### config.mk
export PLATFORM = sky130hd
export DESIGN_NAME = mux16_rr_arbiter
export DESIGN_NICKNAME = d
export VERILOG_FILES = /design/src/rtl/mux_arb_pkg.sv /design/src/rtl/multiplexer_16_to_1.sv /design/src/rtl/rr_pick_16.sv /design/src/rtl/mux16_rr_arbiter.sv
export SDC_FILE = /design/constraint.sdc
export NUM_CORES = 1
export LEC_CHECK = 0
export CORE_ASPECT_RATIO = 0.9
export CORE_UTILIZATION = 39
export CTS_CLUSTER_SIZE = 25
export DETAILED_ROUTE_END_ITERATION = 8
export PLACE_DENSITY = 0.8
export SLEW_MARGIN = 30
export SYNTH_ARGS = -nofsm -noshare
export SYNTH_HDL_FRONTEND = slang
export SYNTH_HIERARCHICAL = 1
export SYNTH_SLANG_ARGS = --single-unit
### constraint.sdc
create_clock -name clk -period 4.05 [get_ports clk]
set_input_delay 0.6075 -clock clk [delete_from_list [all_inputs] [get_ports clk]]
set_output_delay 0.6075 -clock clk [all_outputs]
set_load 0.02 [all_outputs]
### src/rtl/mux_arb_pkg.sv
// Shared types and sizes for the 16-way round-robin output arbiter.
package mux_arb_pkg;
  localparam int NUM_REQ = 16;
  localparam int SEL_W   = 4;

  typedef enum logic {IDLE, BUSY} arb_state_t;
  typedef logic [SEL_W-1:0] sel_t;
endpackage

### src/rtl/multiplexer_16_to_1.sv
// Plain 16-to-1 multiplexer of N-bit words.
module multiplexer_16_to_1 #(
  parameter int N = 8
) (
  input  logic [15:0][N-1:0] d,
  input  logic [3:0]         s,
  output logic [N-1:0]       y
);
  assign y = d[s];
endmodule

### src/rtl/rr_pick_16.sv
// Round-robin pick: first set request at or after ptr, wrapping past 15.
module rr_pick_16
  import mux_arb_pkg::*;
(
  input  logic [NUM_REQ-1:0] req,
  input  sel_t               ptr,
  output logic               found,
  output sel_t               idx
);
  logic [NUM_REQ-1:0] rot;
  sel_t               off;

  // rot[0] is the requester ptr points at, so the lowest set bit wins
  for (genvar gi = 0; gi < NUM_REQ; gi++) begin : g_rot
    assign rot[gi] = req[sel_t'(ptr + sel_t'(gi))];
  end

  always_comb begin
    off = '0;
    for (int k = NUM_REQ - 1; k >= 0; k--) begin
      if (rot[k]) off = sel_t'(k);
    end
  end

  assign idx   = ptr + off;
  assign found = |req;
endmodule

### src/rtl/mux16_rr_arbiter.sv
// Round-robin burst arbiter sharing one output channel among 16 requesters.
// Optional owner lock (suppresses burst-length rotation) under MUX_ARB_LOCK_EN.
module mux16_rr_arbiter
  import mux_arb_pkg::*;
#(
  parameter int N         = 8,
  parameter int MAX_BURST = 4
) (
  input  logic                        clk,
  input  logic                        rst_n,
  input  logic [NUM_REQ-1:0]          req,
  input  logic [NUM_REQ-1:0][N-1:0]   data_in,
  input  logic                        out_ready,
`ifdef MUX_ARB_LOCK_EN
  input  logic                        lock,
`endif
  output logic                        out_valid,
  output logic [N-1:0]                out_data,
  output sel_t                        sel,
  output logic [NUM_REQ-1:0]          grant,
  output logic [NUM_REQ-1:0]          ack
);
  localparam int               CNT_W    = $clog2(MAX_BURST) + 1;
  localparam logic [CNT_W-1:0] CNT_LAST = CNT_W'(MAX_BURST - 1);

  arb_state_t          state_reg;
  sel_t                sel_reg;
  sel_t                ptr_reg;
  logic [NUM_REQ-1:0]  grant_reg;
  logic [CNT_W-1:0]    beat_cnt_reg;

  logic                found;
  sel_t                pick_idx;
  logic                owner_req;
  logic                handshake;
  logic                lock_hold;
  logic                burst_done;
  logic [N-1:0]        mux_out;

  rr_pick_16 u_pick (
    .req   (req),
    .ptr   (ptr_reg),
    .found (found),
    .idx   (pick_idx)
  );

  multiplexer_16_to_1 #(.N(N)) u_mux (
    .d (data_in),
    .s (sel_reg),
    .y (mux_out)
  );

  assign owner_req = req[sel_reg];
  assign out_valid = (state_reg == BUSY) && owner_req;
  assign handshake = out_valid && out_ready;

`ifdef MUX_ARB_LOCK_EN
  assign lock_hold = lock;
`else
  assign lock_hold = 1'b0;
`endif

  assign burst_done = handshake && (beat_cnt_reg == CNT_LAST) && !lock_hold;

  for (genvar gi = 0; gi < NUM_REQ; gi++) begin : g_ack
    assign ack[gi] = handshake && (sel_reg == sel_t'(gi));
  end

  assign out_data = out_valid ? mux_out : '0;
  assign sel      = sel_reg;
  assign grant    = grant_reg;

  always_ff @(posedge clk or negedge rst_n) begin
    if (!rst_n) begin
      state_reg    <= IDLE;
      sel_reg      <= '0;
      ptr_reg      <= '0;
      grant_reg    <= '0;
      beat_cnt_reg <= '0;
    end else begin
      case (state_reg)
        IDLE: begin
          if (found) begin
            sel_reg             <= pick_idx;
            grant_reg           <= '0;
            grant_reg[pick_idx] <= 1'b1;
            beat_cnt_reg        <= '0;
            state_reg           <= BUSY;
          end
        end
        BUSY: begin
          if (!owner_req || burst_done) begin
            grant_reg <= '0;
            ptr_reg   <= sel_reg + 4'd1;
            state_reg <= IDLE;
          end else if (handshake && (beat_cnt_reg != CNT_LAST)) begin
            // counter holds at its last value while a lock keeps the burst open
            beat_cnt_reg <= beat_cnt_reg + 1'b1;
          end
        end
        default: state_reg <= IDLE;
      endcase
    end
  end
endmodule

==> results of run 1 <==
how the worst max path moves through the flow:
stage,from,end,slack [ps],cells past startpoint
2_1_floorplan,ptr_reg[0],grant[9],30,18
3_3_place_gp,req[14],grant[3],-490,15
3_5_place_dp,req[13],grant[9],-650,15
4_1_cts,ptr_reg[0],grant[7],2,16
5_1_grt,ptr_reg[1],grant[0],-290,18
6_report,req[1],grant[9],-130,15
kinds of logic after synthesis:
kind of cell / count (synthesis)
simple gates: 99
mux: 89
flops: 28
xor+xnor: 13
buf+inv: 45
compound gates: 65
fa+ha+maj: 17
critical path, stage by stage:
cell	delay, ps
dlygate4sd2_1	290
mux4_2	520
mux2_4	290
mux2_2	300
a211oi_4	300
o311ai_4	150
a211oi_2	340
ha_1	310
a21o_1	200
a21oi_2	170
xnor2_2	120
xnor2_4	260
nor3b_4	290
a22oi_1	100
a21oi_1	120
cells in the final DEF, fill, tap and decap left out, drive strengths merged, types with 7 or more instances in the layout:
cell             n
and2            19
dfrtp           28
a22oi           17
inv             17
nand2           30
xnor2            7
ha              16
and3             8
clkdlybuf4s50  175
mux2            19
clkbuf           8
nor2             7
dlygate4sd2      9
mux4            59
mux2i           11
nor2b            9
a21oi            7
buf             60
metrics by stage:
step / utilization, % / area (um^2) / power [W] / setup TNS, ps / cells
2_1_floorplan: - / 4130 / 0.00373 / 0 / 356
3_3_place_gp: 61.9 / 6340 / 0.00541 / -7280 / 691
3_5_place_dp: 61.9 / 6340 / 0.00553 / -9660 / 691
4_1_cts: 63.8 / 6540 / 0.00608 / 0 / 701
5_1_grt: 65.9 / 6750 / 0.00718 / -3500 / 713
6_report: 65.9 / 6750 / 0.00681 / -1130 / 713
power by group through the flow:
stage,clock [W],sequential [W],combinational [W]
floorplan,0,0.000556,0.00317
global placement,0,0.000544,0.00487
detailed placement,0,0.000546,0.00498
CTS,0.000248,0.000553,0.00528
global route,0.000260,0.000574,0.00635
finish,0.000247,0.000557,0.00601
timing repair:
action / CTS / global route
resized for setup: 40 / 41
endpoints found under the setup margin: 17 / 17
pin swaps: 8 / 11
buffers inserted: 6 / 13
routing by layer:
layer,vias up,share of wire (%)
li1,1876,-
met1,2132,39
met2,213,49
met3,34,8.1
met4,0,3.2
met5,-,0
layout make-up:
| cell class | instances | area, um^2 | area share (%) |
|---|---|---|---|
| Clock buffer | 4 | 88.8 | 1.32 |
| Inverter | 18 | 71.3 | 1.06 |
| Multi-Input combinational cell | 283 | 3350 | 49.7 |
| Sequential cell | 28 | 704 | 10.4 |
| Tap cell | 129 | 161 | 2.39 |
| Timing Repair Buffer | 251 | 2370 | 35.1 |
==> results.md, run 1 <==
| Metric | This run |
| --- | --- |
| Result of the run | finished, violations left |
| Violated checks | negative setup slack |
| Flop pwr share | 8.2% |
| Number of enable-type register cells in the synthesized netlist | 0 |
| Vias in the first global route | 4218 |
| Class of the most critical hold timing path | reg2reg |
| Num CTS Buffers | 3 |
| WP data required | 4240 ps |
| Minimum setup slack in the final design | -131 ps |
| Internal power | 0.00360 W |
| DIE AREA | 11000 um^2 |
| Worst-margin pin slew | 831 ps |
| Max Freq | 239 MHz |
| 1st-iter DRT viols | 356 |
| Area Growth Syn to Fin | 63.9% |
| Leading cell type by number of instances after synthesis | mux4_2 |
| Worst Path Class, Setup | in2reg |
| Worst reg-to-reg setup slack | -130 ps |
| Max-cap violation count | 0 |
| Clock Path Buffers | 2 |
| Normalized max-slew margin | 43.7% |
| Synth Area in Adders | 5.35% |
| Switching Power | 0.00321 W |
| Hold-critical path depth | 1 |
| CTS hold repair buffers | 0 |
| Site row count | 35 |
| Fillers | 791 |
| Post-Syn Area per Cell | 11.6 um^2 |
| Final ANT Viol Nets | 0 |
| Switching power share of the total | 47.1% |
| Worst Reg2Reg Path Length in Cells | 18 |
| Top post-synthesis cells by area | mux4_2, dfrtp_1, mux4_1, ha_1, mux2_2 |
| Share of the synthesized netlist area taken by xor and xnor gates | 2.77% |
| Vias/cell | 5.97 |
| Commonest cells post-synth | mux4_2, nand2_1, dfrtp_1 |
| Sequential-to-total area share from yosys stat | 17.0% |
| Dominant combinational cell family by area after synthesis | multiplexers |
| Post-DR wirelength/cell | 22.5 um |
| Pwr/cell area | 1010 nW/um^2 |
| Clk_skew | 4.92 ps |
| Clock tree from TritonCTS | yes |
| Top Ports | 192 |
| Overall overflow remaining after global route | 0 |
| Max H-tree Level | 1 |
| Number of inserted diodes | 0 |
| Die Y-Extent | 99.5 um |
| Starting density of the core | 40.2% |
| Count of synthesis-stage warnings from yosys | 6 |
| Met1 track utilization from global routing | 38.0% |
| Worst vdd ir | 0.000853 V |
| Most instantiated flip-flop cell in the synthesis netlist | dfrtp_1 |
| Setup repair after global routing missed its margin | true |
| Syn_nets | 520 |
| Final hold violation count | 0 |
| Die span in x | 110 um |
| Number of flip-flops under the largest register name | 16 |
| Slew Limit Fails | 0 |
| Clock latency at the later pin of the worst-skew pair | 270 ps |
| Most crowded layer after global routing | met2 |
| Cell type with the largest total area after synthesis | mux4_2 |
| IO Port Bufs | 191 |
| Met3 Use GR | 4.91% |
| Ys async rst share | 100% |
| Remaining design rule violation count | 0 |
| WP data arrival | 4380 ps |
| Post-layout nets | 749 |
| Total track usage | 27.7% |
| Core Area | 10200 um^2 |
| Total clock sinks | 28 |
| Start point of the worst min-delay path | grant[15] |
| Worst slack after detailed placement | -653 ps |
| Gate Count Post-Synth | 356 |
| Largest net degree at the start of global routing | 38 |
| Share of cell area taken by muxes after synthesis | 43.4% |
| Number of distinct standard cells referenced by the synthesized netlist | 61 |
| Final period demand of the worst path | 4180 ps |
| Buffer type at the clock tree root | clkbuf_16 |
| Area share of the leading cell type in the synthesized netlist | 19.1% |
| Synth Area in Compound Gates | 11.7% |
| Post-synthesis register bit count | 28 |
| Kind of end point of the critical path | flip-flop |
| Number of optimization iterations in the first detailed-route pass | 5 |
| Area fraction in and, or, nand and nor cells after synthesis | 13.6% |
| Post-route worst hold slack | 494 ps |
| Share of power burned in the clock network | 3.6% |
| Initial antenna violation count | 0 |
| Tcrit/Tclk final | 103% |
| Endpoint of the worst hold path | grant[15] |
| Static leakage | 2.76 nW |
| Final weighted congestion of routability-driven global placement | 1.03 |
| Final setup fails | 13 |
| Relative contribution of combinational cells to total power | 88.2% |
| Routing usage on met2 | 44.3% |
| Endpoint of the worst register-to-register path | grant[9] |
| Netlist area before placement | 4120 um^2 |
| Launching point of the worst reg2reg path | ptr_reg[1] |
| Post-detailed-routing wire length | 16100 um |
| First-pass GRT wire length | 22900 um |
| Total via count after detailed routing | 4255 |
| Maximum fanout encountered on the critical timing path | 6 |
| CTS clk-pin slew, worst paths | 70 ps |
| Element type at the critical path start | input pin |
| Detailed placer's ending HPWL | 12300 um |
| Ratio of cells with drive above 1 in the final layout | 28.8% |
Note: power is estimated with default switching activity, not from simulation.
==> run 2, diff against run 1 <==
- SETUP_SLACK_MARGIN: default -> 0.5
==> results.md, run 2 (synthesis results as in run 1) <==
| Metric | This run | Delta |
| --- | --- | --- |
| Top Ports | 192 | unchanged |
| Final hold violation count | 0 | unchanged |
| Clk_skew | 6.24 ps | +1.32 ps |
| 1st-iter DRT viols | 319 | -10% |
| Slew Limit Fails | 0 | unchanged |
| Sequential cell area | 708 um^2 | +0.53% |
| Internal power | 0.00376 W | +4.2% |
| Clock latency at the later pin of the worst-skew pair | 260 ps | about the same |
| Max-cap violation count | 0 | unchanged |
| Total via count after detailed routing | 4187 | -1.6% |
| First-pass GRT wire length | 22600 um | -1.1% |
| Switching Power | 0.00324 W | +1.2% |
| Max Freq | 241 MHz | +0.78% |
| Final weighted congestion of routability-driven global placement | 0.945 | -8.2% |
| Starting density of the core | 40.2% | unchanged |
| Number of optimization iterations in the first detailed-route pass | 4 | -1 |
| Violated checks | negative setup slack |  |
| Fillers | 779 | -1.5% |
| Area Growth Syn to Fin | 66.0% |  |
| Pwr/cell area | 1020 nW/um^2 | +1.5% |
| CTS hold repair buffers | 0 | unchanged |
| Static leakage | 2.90 nW | +5.0% |
| Total clock sinks | 28 | unchanged |
| WP data required | 4240 ps | about the same |
| Clock Path Buffers | 2 | unchanged |
| Normalized max-slew margin | 58.3% | +15 points |
| WP data arrival | 4340 ps | -40 ps |
| Initial antenna violation count | 0 | unchanged |
| Final period demand of the worst path | 4150 ps | -32.3 ps |
| Worst Path Class, Setup | reg2reg |  |
| Worst vdd ir | 0.000899 V | +5.3% |
| Post-place instance area | 6450 um^2 | +1.7% |
| Ratio of cells with drive above 1 in the final layout | 28.7% | -0.098 points |
| Overall overflow remaining after global route | 0 | unchanged |
| Remaining design rule violation count | 0 | unchanged |
| Worst-margin pin slew | 624 ps | -207 ps |
| Clock tree from TritonCTS | yes |  |
| Buffer type at the clock tree root | clkbuf_16 |  |
| Num CTS Buffers | 3 | unchanged |
| Number of inserted diodes | 0 | unchanged |
| Class of the most critical hold timing path | reg2reg |  |
| IO Port Bufs | 191 | unchanged |
| Minimum setup slack in the final design | -98.9 ps | +32.3 ps |
| Detailed placer's ending HPWL | 12100 um | -1.3% |
| Largest net degree at the start of global routing | 38 | unchanged |
| Total track usage | 27.4% | -0.24 points |
| Most common library cell in the layout ignoring fill and taps | clkdlybuf4s50_1 |  |
| Final setup fails | 16 | +3 |
| Share of power burned in the clock network | 3.4% | -0.2 points |
| Kind of end point of the critical path | flip-flop |  |
| Setup repair after global routing missed its margin | true |  |
| Flop pwr share | 7.8% | -0.4 points |
| Most frequent cells in the layout | clkdlybuf4s50_1, buf_4, mux4_2 |  |
| Number of flip-flops under the largest register name | 16 | unchanged |
| Site row count | 35 | unchanged |
| Vias in the first global route | 4126 | -2.2% |
| Result of the run | finished, violations left |  |
| Post-DR wirelength/cell | 21.8 um | -3.3% |
| Final instance area | 6840 um^2 | +1.3% |
| Relative contribution of combinational cells to total power | 88.7% | +0.5 points |
| DIE AREA | 11000 um^2 | unchanged |
| Switching power share of the total | 46.3% | -0.74 points |
| Core Area | 10200 um^2 | unchanged |
| Die Y-Extent | 99.5 um | unchanged |
| Die span in x | 110 um | unchanged |
| Area of combinational cells with multiple inputs | 3380 um^2 | +0.86% |
| Element type at the critical path start | flip-flop |  |
| Maximum fanout encountered on the critical timing path | 7 | +1 |
| Post-layout nets | 751 | +0.27% |
| Max H-tree Level | 1 | unchanged |
| Vias/cell | 5.86 | -1.9% |
| Final ANT Viol Nets | 0 | unchanged |
| Tcrit/Tclk final | 102% | -0.80 points |
| CTS clk-pin slew, worst paths | 70 ps | about the same |
| Worst slack after detailed placement | -594 ps | +59.1 ps |
| Post-detailed-routing wire length | 15600 um | -3.0% |
## run 2: metrics by stage
step,util (%),total power [W],std cells,setup TNS (ps),hold slack [ps]
after floorplan,-,0.00383,356,0,312
after global placement,62.9,0.00561,698,-6440,471
after detailed placement,62.9,0.00576,698,-8850,473
after CTS,65.7,0.00661,713,0,488
after global routing,66.7,0.00739,715,-2680,503
final,66.7,0.00700,715,-767,479
## run 2: path summary, 6_finish.rpt
kind                            start    endpoint  slack, ps  cells after the start
max in group asynchronous       rst_n  ptr_reg[1]       3020                      2
setup reg to reg           ptr_reg[1]    grant[9]       -100                     18
hold / removal              grant[12]   grant[12]        480                      1
setup / recovery           ptr_reg[1]    grant[9]       -100                     18
min in group asynchronous       rst_n    grant[1]        720                      2
hold reg to reg             grant[12]   grant[12]        480                      1
## run 2: what timing repair did
action / 4_1_cts / 5_1_grt
buffers inserted: 11 / 2
resized for setup: 53 / 26
pin swaps: 14 / 17
cloned: 0 / 0
endpoints found under the setup margin: 37 / 30
hold endpoints to repair: 0 / 0
## run 2: area by class of cell
type / instances / share of cell area (%)
Sequential cell: 28 / 10.4
Clock buffer: 4 / 1.30
Multi-Input combinational cell: 283 / 49.5
Timing Repair Buffer: 253 / 35.5
Inverter: 18 / 1.02
Tap cell: 129 / 2.36
## run 2: power groups by stage
stage	registers [W]	logic [W]	clock network, W
global placement	0.000552	0.00505	0
finish	0.000549	0.00621	0.000241
CTS	0.000544	0.00582	0.000246
detailed placement	0.000556	0.00521	0
floorplan	0.000558	0.00327	0
global route	0.000563	0.00657	0.000258
## run 2: worst max-delay path, cell delays in order, from the launching register on
cell and delay, ps:
dfrtp_4 490, inv_4 60, ha_4 320, mux4_2 360, mux2_4 310, buf_4 140
mux2i_2 190, and2_4 180, o311ai_2 110, a211oi_2 270, ha_1 290, a21o_1 180
a21oi_2 170, xnor2_2 120, xnor2_2 230, buf_4 170, nor3b_4 230, a22oi_1 100
a21oi_1 130
## run 2: per-layer routing
metal | global-route usage (%) | up-vias | routed length (um)
li1 | - | 1883 | -
met1 | 40.1 | 2065 | 6480
met2 | 40.9 | 208 | 7400
met3 | 4.26 | 31 | 1180
met4 | 10.3 | 0 | 511
met5 | 0 | - | 0
